## src/rtl/apb_slave_bank.sv

```systemverilog
// apb_slave_bank: APB slave with NSLV one-hot selected banks of DEPTH x DW registers.
// Define APB_WAIT_STATE_EN to insert WAIT_CYCLES Pready-low cycles into every ACCESS phase.
module apb_slave_bank #(
    parameter int unsigned    DW          = 32,
    parameter int unsigned    AW          = 32,
    parameter int unsigned    NSLV        = 3,
    parameter int unsigned    DEPTH       = 16,
    parameter int unsigned    WAIT_CYCLES = 2,
    parameter logic [DW-1:0]  RESET_DATA  = DW'(25)
) (
    input  logic            Hclk,
    input  logic            Hresetn,
    input  logic            Pwrite,
    input  logic [NSLV-1:0] Pselx,
    input  logic            Penable,
    input  logic [AW-1:0]   Paddr,
    input  logic [DW-1:0]   Pwdata,
    output logic [DW-1:0]   Prdata,
    output logic            Pready,
    output logic            Pslverr
);

    localparam int unsigned   LSB        = $clog2(DW / 8);
    localparam int unsigned   IDXW       = $clog2(DEPTH);
    localparam logic [AW-1:0] ALIGN_MASK = AW'((64'd1 << LSB) - 64'd1);
    localparam logic [AW-1:0] DEPTH_LIM  = AW'(DEPTH);

    if ((DW % 8) != 0 || WAIT_CYCLES > 15 || DEPTH < 2 || (DEPTH & (DEPTH - 1)) != 0) begin : g_param_check
        $error("apb_slave_bank: illegal parameter combination");
    end

    typedef enum logic [1:0] {
        IDLE,
        SETUP,
        ACCESS
    } state_t;

    state_t              r_state;
    logic [DW-1:0]       r_mem [NSLV][DEPTH];

    logic                w_sel_any;
    logic                w_onehot;
    logic                w_addr_err;
    logic                w_err;
    logic                w_cnt_zero;
    logic                w_ready;
    logic                w_wr_en;
    logic [IDXW-1:0]     w_idx;
    logic [DW-1:0]       w_rd_mux;

`ifdef APB_WAIT_STATE_EN
    logic [3:0]          r_cnt;
    assign w_cnt_zero = (r_cnt == '0);
`else
    assign w_cnt_zero = 1'b1;
`endif

    assign w_sel_any  = |Pselx;
    assign w_onehot   = w_sel_any && ((Pselx & (Pselx - NSLV'(1))) == '0);
    assign w_addr_err = ((Paddr & ALIGN_MASK) != '0) || ((Paddr >> LSB) >= DEPTH_LIM);
    assign w_err      = w_addr_err || !w_onehot;
    assign w_idx      = Paddr[LSB +: IDXW];

    assign w_ready    = (r_state == ACCESS) && w_cnt_zero;
    assign w_wr_en    = w_ready && Pwrite && !w_err;

    assign Pready     = w_ready;
    assign Pslverr    = w_ready && Penable && w_err;
    assign Prdata     = (w_ready && Penable && !Pwrite && !w_err) ? w_rd_mux : '0;

    always_comb begin
        w_rd_mux = '0;
        for (int unsigned s = 0; s < NSLV; s++) begin
            if (Pselx[s]) begin
                w_rd_mux = w_rd_mux | r_mem[s][w_idx];
            end
        end
    end

    // Completion cycle doubles as the next SETUP decision, so back-to-back transfers skip IDLE.
    always_ff @(posedge Hclk or negedge Hresetn) begin
        if (!Hresetn) begin
            r_state <= IDLE;
`ifdef APB_WAIT_STATE_EN
            r_cnt   <= '0;
`endif
        end else begin
            case (r_state)
                IDLE: begin
                    if (w_sel_any && !Penable) begin
                        r_state <= SETUP;
                    end
                end
                SETUP: begin
                    r_state <= ACCESS;
`ifdef APB_WAIT_STATE_EN
                    r_cnt   <= 4'(WAIT_CYCLES);
`endif
                end
                ACCESS: begin
                    if (!w_cnt_zero) begin
                        if (!Penable || !w_sel_any) begin
                            r_state <= IDLE;
                        end
`ifdef APB_WAIT_STATE_EN
                        r_cnt <= r_cnt - 4'd1;
`endif
                    end else begin
                        r_state <= (w_sel_any && !Penable) ? SETUP : IDLE;
                    end
                end
                default: r_state <= IDLE;
            endcase
        end
    end

    always_ff @(posedge Hclk or negedge Hresetn) begin
        if (!Hresetn) begin
            for (int unsigned s = 0; s < NSLV; s++) begin
                for (int unsigned d = 0; d < DEPTH; d++) begin
                    r_mem[s][d] <= RESET_DATA;
                end
            end
        end else if (w_wr_en) begin
            for (int unsigned s = 0; s < NSLV; s++) begin
                if (Pselx[s]) begin
                    r_mem[s][w_idx] <= Pwdata;
                end
            end
        end
    end

endmodule

```

## config.mk

```make
export PLATFORM = sky130hd
export DESIGN_NAME = apb_slave_bank
export DESIGN_NICKNAME = d
export VERILOG_FILES = /design/src/rtl/apb_slave_bank.sv
export SDC_FILE = /design/constraint.sdc
export NUM_CORES = 2
export LEC_CHECK = 0
export ABC_CLOCK_PERIOD_IN_PS = 6900
export CORE_MARGIN = 2
export CORE_UTILIZATION = 50
export CTS_CLUSTER_SIZE = 24
export DETAILED_ROUTE_END_ITERATION = 12
export HOLD_SLACK_MARGIN = 0.06
export PLACE_DENSITY = 0.7
export SLEW_MARGIN = 5
export SYNTH_ARGS = -nofsm -noshare
export SYNTH_HDL_FRONTEND = slang
export SYNTH_SLANG_ARGS = --single-unit
```

## constraint.sdc

```tcl
create_clock -name Hclk -period 6.9 [get_ports Hclk]
set_clock_uncertainty 0.05 [all_clocks]
set_input_delay 2.07 -clock Hclk [delete_from_list [all_inputs] [get_ports Hclk]]
set_output_delay 2.07 -clock Hclk [all_outputs]
set_load 0.02 [all_outputs]
```

=== Word level (Yosys, flattened, before mapping) ===
Cells that the tools add are included.

* $lt $le $gt $ge: 3
* Add/sub/neg operators: 1
* Eq/ne operators: 3
* Bitwise gates (word level): 4
* Mux-type cells: 21
* Reduce and logical (&&, ||, !) cells: 22

{| class="wikitable"
|+ Operators by type and width
! cell !! count
|-
| bitwise mux 512 bit || 3
|-
| binary-select mux 32 bit (select 4 bit) || 3
|-
| 2-to-1 mux 32 bit || 11
|-
| demux 32 bit (select 4 bit) || 1
|-
| bitwise OR 32 bit || 2
|-
| nonzero test 32 bit || 1
|-
| greater-or-equal comparator 30 x 5 -> 1 bit (second input constant) || 1
|-
| logical AND 1 bit || 9
|-
| case mux 2 bit (3 select lines) || 1
|-
| AND reduction 2 bit || 3
|-
| greater-or-equal comparator 5 bit (second input constant) || 1
|-
| < comparator 5 x 1 -> 1 bit (second input constant) || 1
|-
| inverter 4 -> 5 bit || 1
|-
| logical NOT 1 bit || 4
|-
| bitwise AND 3 bit || 1
|-
| logical NOT 3 bit || 1
|-
| OR reduction 3 bit || 1
|-
| subtractor 3 x 1 -> 3 bit (second input constant) || 1
|-
| equality test 2 x 1 -> 1 bit (second input constant) || 1
|-
| equality test 2 bit (second input constant) || 1
|-
| logical NOT 2 bit || 1
|-
| logical OR 1 bit || 2
|-
| 2-to-1 mux 2 bit || 1
|-
| != test 2 bit (second input constant) || 1
|-
| 2-to-1 mux 1 bit || 1
|}

* Word-level logic and storage cells: 103
* Output and inout bits: 34
* Register bits after elaboration: 1538
* Bits of input ports: 71

=== Depth between registers and ports, before layout ===
* Depth in word-level cells: 10
* Gate-level depth with buffers: 9
* Depth with buffers taken out: 5

=== Worst setup path before layout ===
Ideal clock, no wire load.

* Kind: input-to-output
* Start point: input Paddr[2]
* End point: output Prdata[23]
* Path buffers: 3
* Stages: 8
* Arrival time: 4188 ps
* Setup slack: 592 ps
* Cells stage by stage: buf_2 > clkbuf_1 > buf_1 > mux4_2 > a22oi_1 > nand2_1 > a221oi_1 > a21oi_1

* Longest elaborated chain between the ends: 10
* Elaborated cells on any way between the ends: 21

{| class="wikitable"
|+ Ends and longest elaborated chain
! item !! line !! source
|-
| start, declared || 16 || <nowiki>input logic [AW-1:0] Paddr,</nowiki>
|-
| inverter 4 -> 5 bit (implied by the code) || 75 || <nowiki>w_rd_mux = w_rd_mux | r_mem[s][w_idx];</nowiki>
|-
| binary-select mux 32 bit (select 4 bit) || 75 ||
|-
| 2-to-1 mux 32 bit (implied by the code) (2 in a row) || 75 ||
|-
| 2-to-1 mux 32 bit || 74 || <nowiki>if (Pselx[s]) begin</nowiki>
|-
| bitwise OR 32 bit || 75 ||
|-
| 2-to-1 mux 32 bit || 74 ||
|-
| bitwise OR 32 bit || 75 ||
|-
| 2-to-1 mux 32 bit || 74 ||
|-
| 2-to-1 mux 32 bit (*) || 69 || <nowiki>assign Prdata = (w_ready && Penable && !Pwrite && !w_err) ? w_rd_mux : '0;</nowiki>
|-
| end, declared || 18 || <nowiki>output logic [DW-1:0] Prdata,</nowiki>
|}

Every way passes the cells marked *; elsewhere a longest branch is shown, timed or not. The select of a mux whose other input is x is not followed.

=== Final worst setup path ===
* Start point: input Paddr[4]
* End point: output Prdata[5]

Same word-level chain as after synthesis.

==> flow_metrics.env <==
export IMPL_status="complete, but fails checks"
export IMPL_violations="negative setup slack"
export IMPL_dr_total_vias=39971
export IMPL_hold_class="flop to flop"
export IMPL_pin_count=105
export IMPL_htree_num_levels=4
export IMPL_drt_wl_total_um=174200
export IMPL_root_buffer="clkbuf_16"
export IMPL_maxClockFrequency_mhz=144.4
export IMPL_core_area_mm2=0.1390
export IMPL_ys_ff_latch=1538
export IMPL_crit_arrival_ps=4810
export IMPL_fin_crit_ps=6927
export IMPL_dpl_cell_area_mm2=0.07367
export IMPL_dp_hpwl_um=103600
export IMPL_hold_slack_ps=412.0
export IMPL_fp_row_count=137
export IMPL_hold_viol=0
export IMPL_globalRouteMet1Util_pct=35.15
export IMPL_via_per_inst=6.149
export IMPL_dpl_worst_slack_ps=-258.8
export IMPL_setup_violations_final=1
export IMPL_synth_edf_count=0
export IMPL_drive_gt1_share_pct=52.81
export IMPL_grt_usage_pct=24.90
export IMPL_multiInputGateArea_mm2=0.02930
export IMPL_numCtsBuffers=158
export IMPL_fin_tns_setup_ps=-26.76
export IMPL_fin_ws_ps=-26.76
export IMPL_p_total_mw=18.64
export IMPL_netlist_area_mm2=0.06975
export IMPL_syn_area_per_cell_um2=15.72
export IMPL_fp_dieW_um=377.5
export IMPL_worst_ir_drop_vdd_v=0.0002144
export IMPL_path_class="primary input to output port"
export IMPL_drv_slew=0
export IMPL_crit_required_ps=4780
export IMPL_nets=4561
export IMPL_syn_inst=4436
export IMPL_fin_crit_sh_pct=100.4
export IMPL_grt_use_met2_pct=39.26
export IMPL_cts_path_max_buffers=3
export IMPL_io_buffers=104
export IMPL_antenna_found_initial=1
export IMPL_maxSlewHeadroom_pct=24.22
export IMPL_initial_core_util_pct=50.17
export IMPL_die_area_mm2=0.1425
export IMPL_clk_pin_slew_worst_paths_ps=60
export IMPL_grt_overflow=0
export IMPL_drt_iter0_markers=2913
export IMPL_worst_pin_slew_ps=1135
export IMPL_seq_area_mm2=0.03867
export IMPL_fillCellCount=10797
export IMPL_synthArstFlopShare_pct=100.0
export IMPL_p_leak_nw=38.80
export IMPL_grtUsageMet3_pct=4.585
export IMPL_synth_warnings=0
export IMPL_synthToLayoutAreaGrowth_pct=13.74
export IMPL_ant_nets=0
export IMPL_grt_max_degree=168
export IMPL_cts_num_sinks=1538
export IMPL_gp_congestion=0.8286
export IMPL_cts_hold_buf=0
export IMPL_final_area_mm2=0.07933
export IMPL_die_h_um=377.5
export IMPL_routedWlPerCell_um=26.80
export IMPL_insertion_delay_ps=780
export IMPL_power_density_mw_per_mm2=234.9
export IMPL_cts_tree="yes"
export IMPL_worstSetupStartpointType="primary input"
export IMPL_max_cap_violations=0
export IMPL_grt_pass1_wl_um=267600
export IMPL_grt_pass1_vias=42625
export IMPL_end_kind="output port"
export IMPL_rrSetupSlack_ps=3650
export IMPL_route_detailed_drc=0
export IMPL_synth_fp_nets=4507
export IMPL_busiest_layer="met2"
export IMPL_drtPass1Iterations=5
export IMPL_ys_seq_area_share_pct=55.44
export IMPL_num_antenna_cells=0
export IMPL_yosysUniqueCellTypes=31
export IMPL_synth_top_flop_cell="dfrtp_1"
export IMPL_path_max_fanout=21
-- routing by layer --
metal	up-vias	part of all wire (%)	wire, um
li1	16797	-	-
met1	21882	45	77510
met2	1012	47	81870
met3	280	5.5	9585
met4	0	3.0	5211
met5	-	0	0
-- power breakdown --
group | switching (mW) | internal (mW) | total, mW
Sequential | 0.000782 | 9.02 | 9.03
Combinational | 0.607 | 0.265 | 0.871
Clock | 3.63 | 5.11 | 8.74
-- final timing paths --
check | startpoint | end | depth (start not counted)
max in group asynchronous | Hresetn | r_mem[182]$_DFFE_PN0P_ | 2
hold reg to reg | r_state[1]$_DFFE_PN0P_ | r_state[1]$_DFFE_PN0P_ | 1
hold / removal | r_state[1]$_DFFE_PN0P_ | r_state[1]$_DFFE_PN0P_ | 1
setup reg to reg | r_state[0]$_DFFE_PN0P_ | r_mem[1305]$_DFFE_PN0P_ | 7
setup / recovery | Paddr[4] | Prdata[5] | 9
min in group asynchronous | Hresetn | r_mem[1245]$_DFFE_PN0P_ | 1
-- kinds of logic after synthesis --
| group | after synthesis | synth area share, % |
|---|---|---|
| and+or+nand+nor | 122 | 1.153 |
| AOI/OAI and AO/OA | 322 | 3.584 |
| DFF | 1538 | 55.44 |
| buffers and inverters | 470 | 2.859 |
| muxes | 1984 | 36.97 |
-- through the flow --
step / std cells / utilization [%]
floorplan: 4436 / -
global placement: 6195 / 52.99
detailed placement: 6195 / 52.99
CTS: 6494 / 56.93
global route: 6500 / 57.07
finish: 6500 / 57.07
-- cell usage in the layout (no fill, tap or decap), types with 8 or more instances in the layout --
master and instances:
o21ai_0 28, mux4_2 320, a21oi_1 24, nand2_1 36
buf_2 10, mux2_1 162, mux2i_1 128, clkdlybuf4s50_1 66
dfstp_2 144, clkbuf_8 44, nor4_1 8, nand3_2 33
buf_4 214, bufinv_16 9, clkbuf_16 161, buf_12 57
clkbuf_1 42, dfrtp_1 1394, a221oi_1 61, mux2_2 1374
a22o_1 128, clkinv_2 21, a22oi_1 64, nand4_1 14
nor2b_4 8
-- cell type report --
class / instances / area share [%]
sequential: 1538 / 48.74
multi-input combinational: 2430 / 36.93
clock buffer: 246 / 6.009
timing repair buffer: 361 / 4.632
tap: 1876 / 2.959
clock inverter: 48 / 0.7255
inverter: 1 / 0.004732
-- synth_stat cells (3+ instances only) --
cell type	number	area, um2
dfrtp_1	1394	34880
mux2_2	1374	15470
mux4_2	320	7207
clkbuf_1	248	930.9
buf_2	172	860.8
mux2_1	162	1824
dfstp_2	144	3784
a22o_1	128	1121
mux2i_1	128	1281
a221oi_1	64	560.5
a22oi_1	64	480.5
buf_1	45	168.9
nand2_1	38	142.6
a21oi_1	32	160.2
o21ai_0	32	160.2
nand3_2	29	290.3
nand4_1	14	87.58
nor2b_1	11	68.82
nor4_1	8	50.05
nand3_1	5	25.02
nor2_1	5	18.77
buf_4	4	30.03
and2_1	3	18.77
nor3_1	3	15.01
nor4_4	3	63.81
-- state kept, by name, indices dropped and copies added, names as in the netlist --
| signal | count |
|---|---|
| r_state | 2 |
| r_mem | 1536 |
-- worst max-delay path, cell delays in order --
cell and delay [ps]:
clkdlybuf4s50_1 470, buf_12 190, and2_4 190, buf_12 160, buf_4 190, a22o_1 230, o21ai_0 770, a21oi_1 260
buf_4 240
-- what timing repair did --
item / in CTS / in global routing
pin swaps: 2 / 3
endpoints found under the hold margin: 0 / 0
cloned: 3 / 1
endpoints found under the setup margin: 17 / 14
resized for setup: 15 / 19
buffers inserted: 2 / 5
No activity file was read; power rests on OpenSTA's default activity.
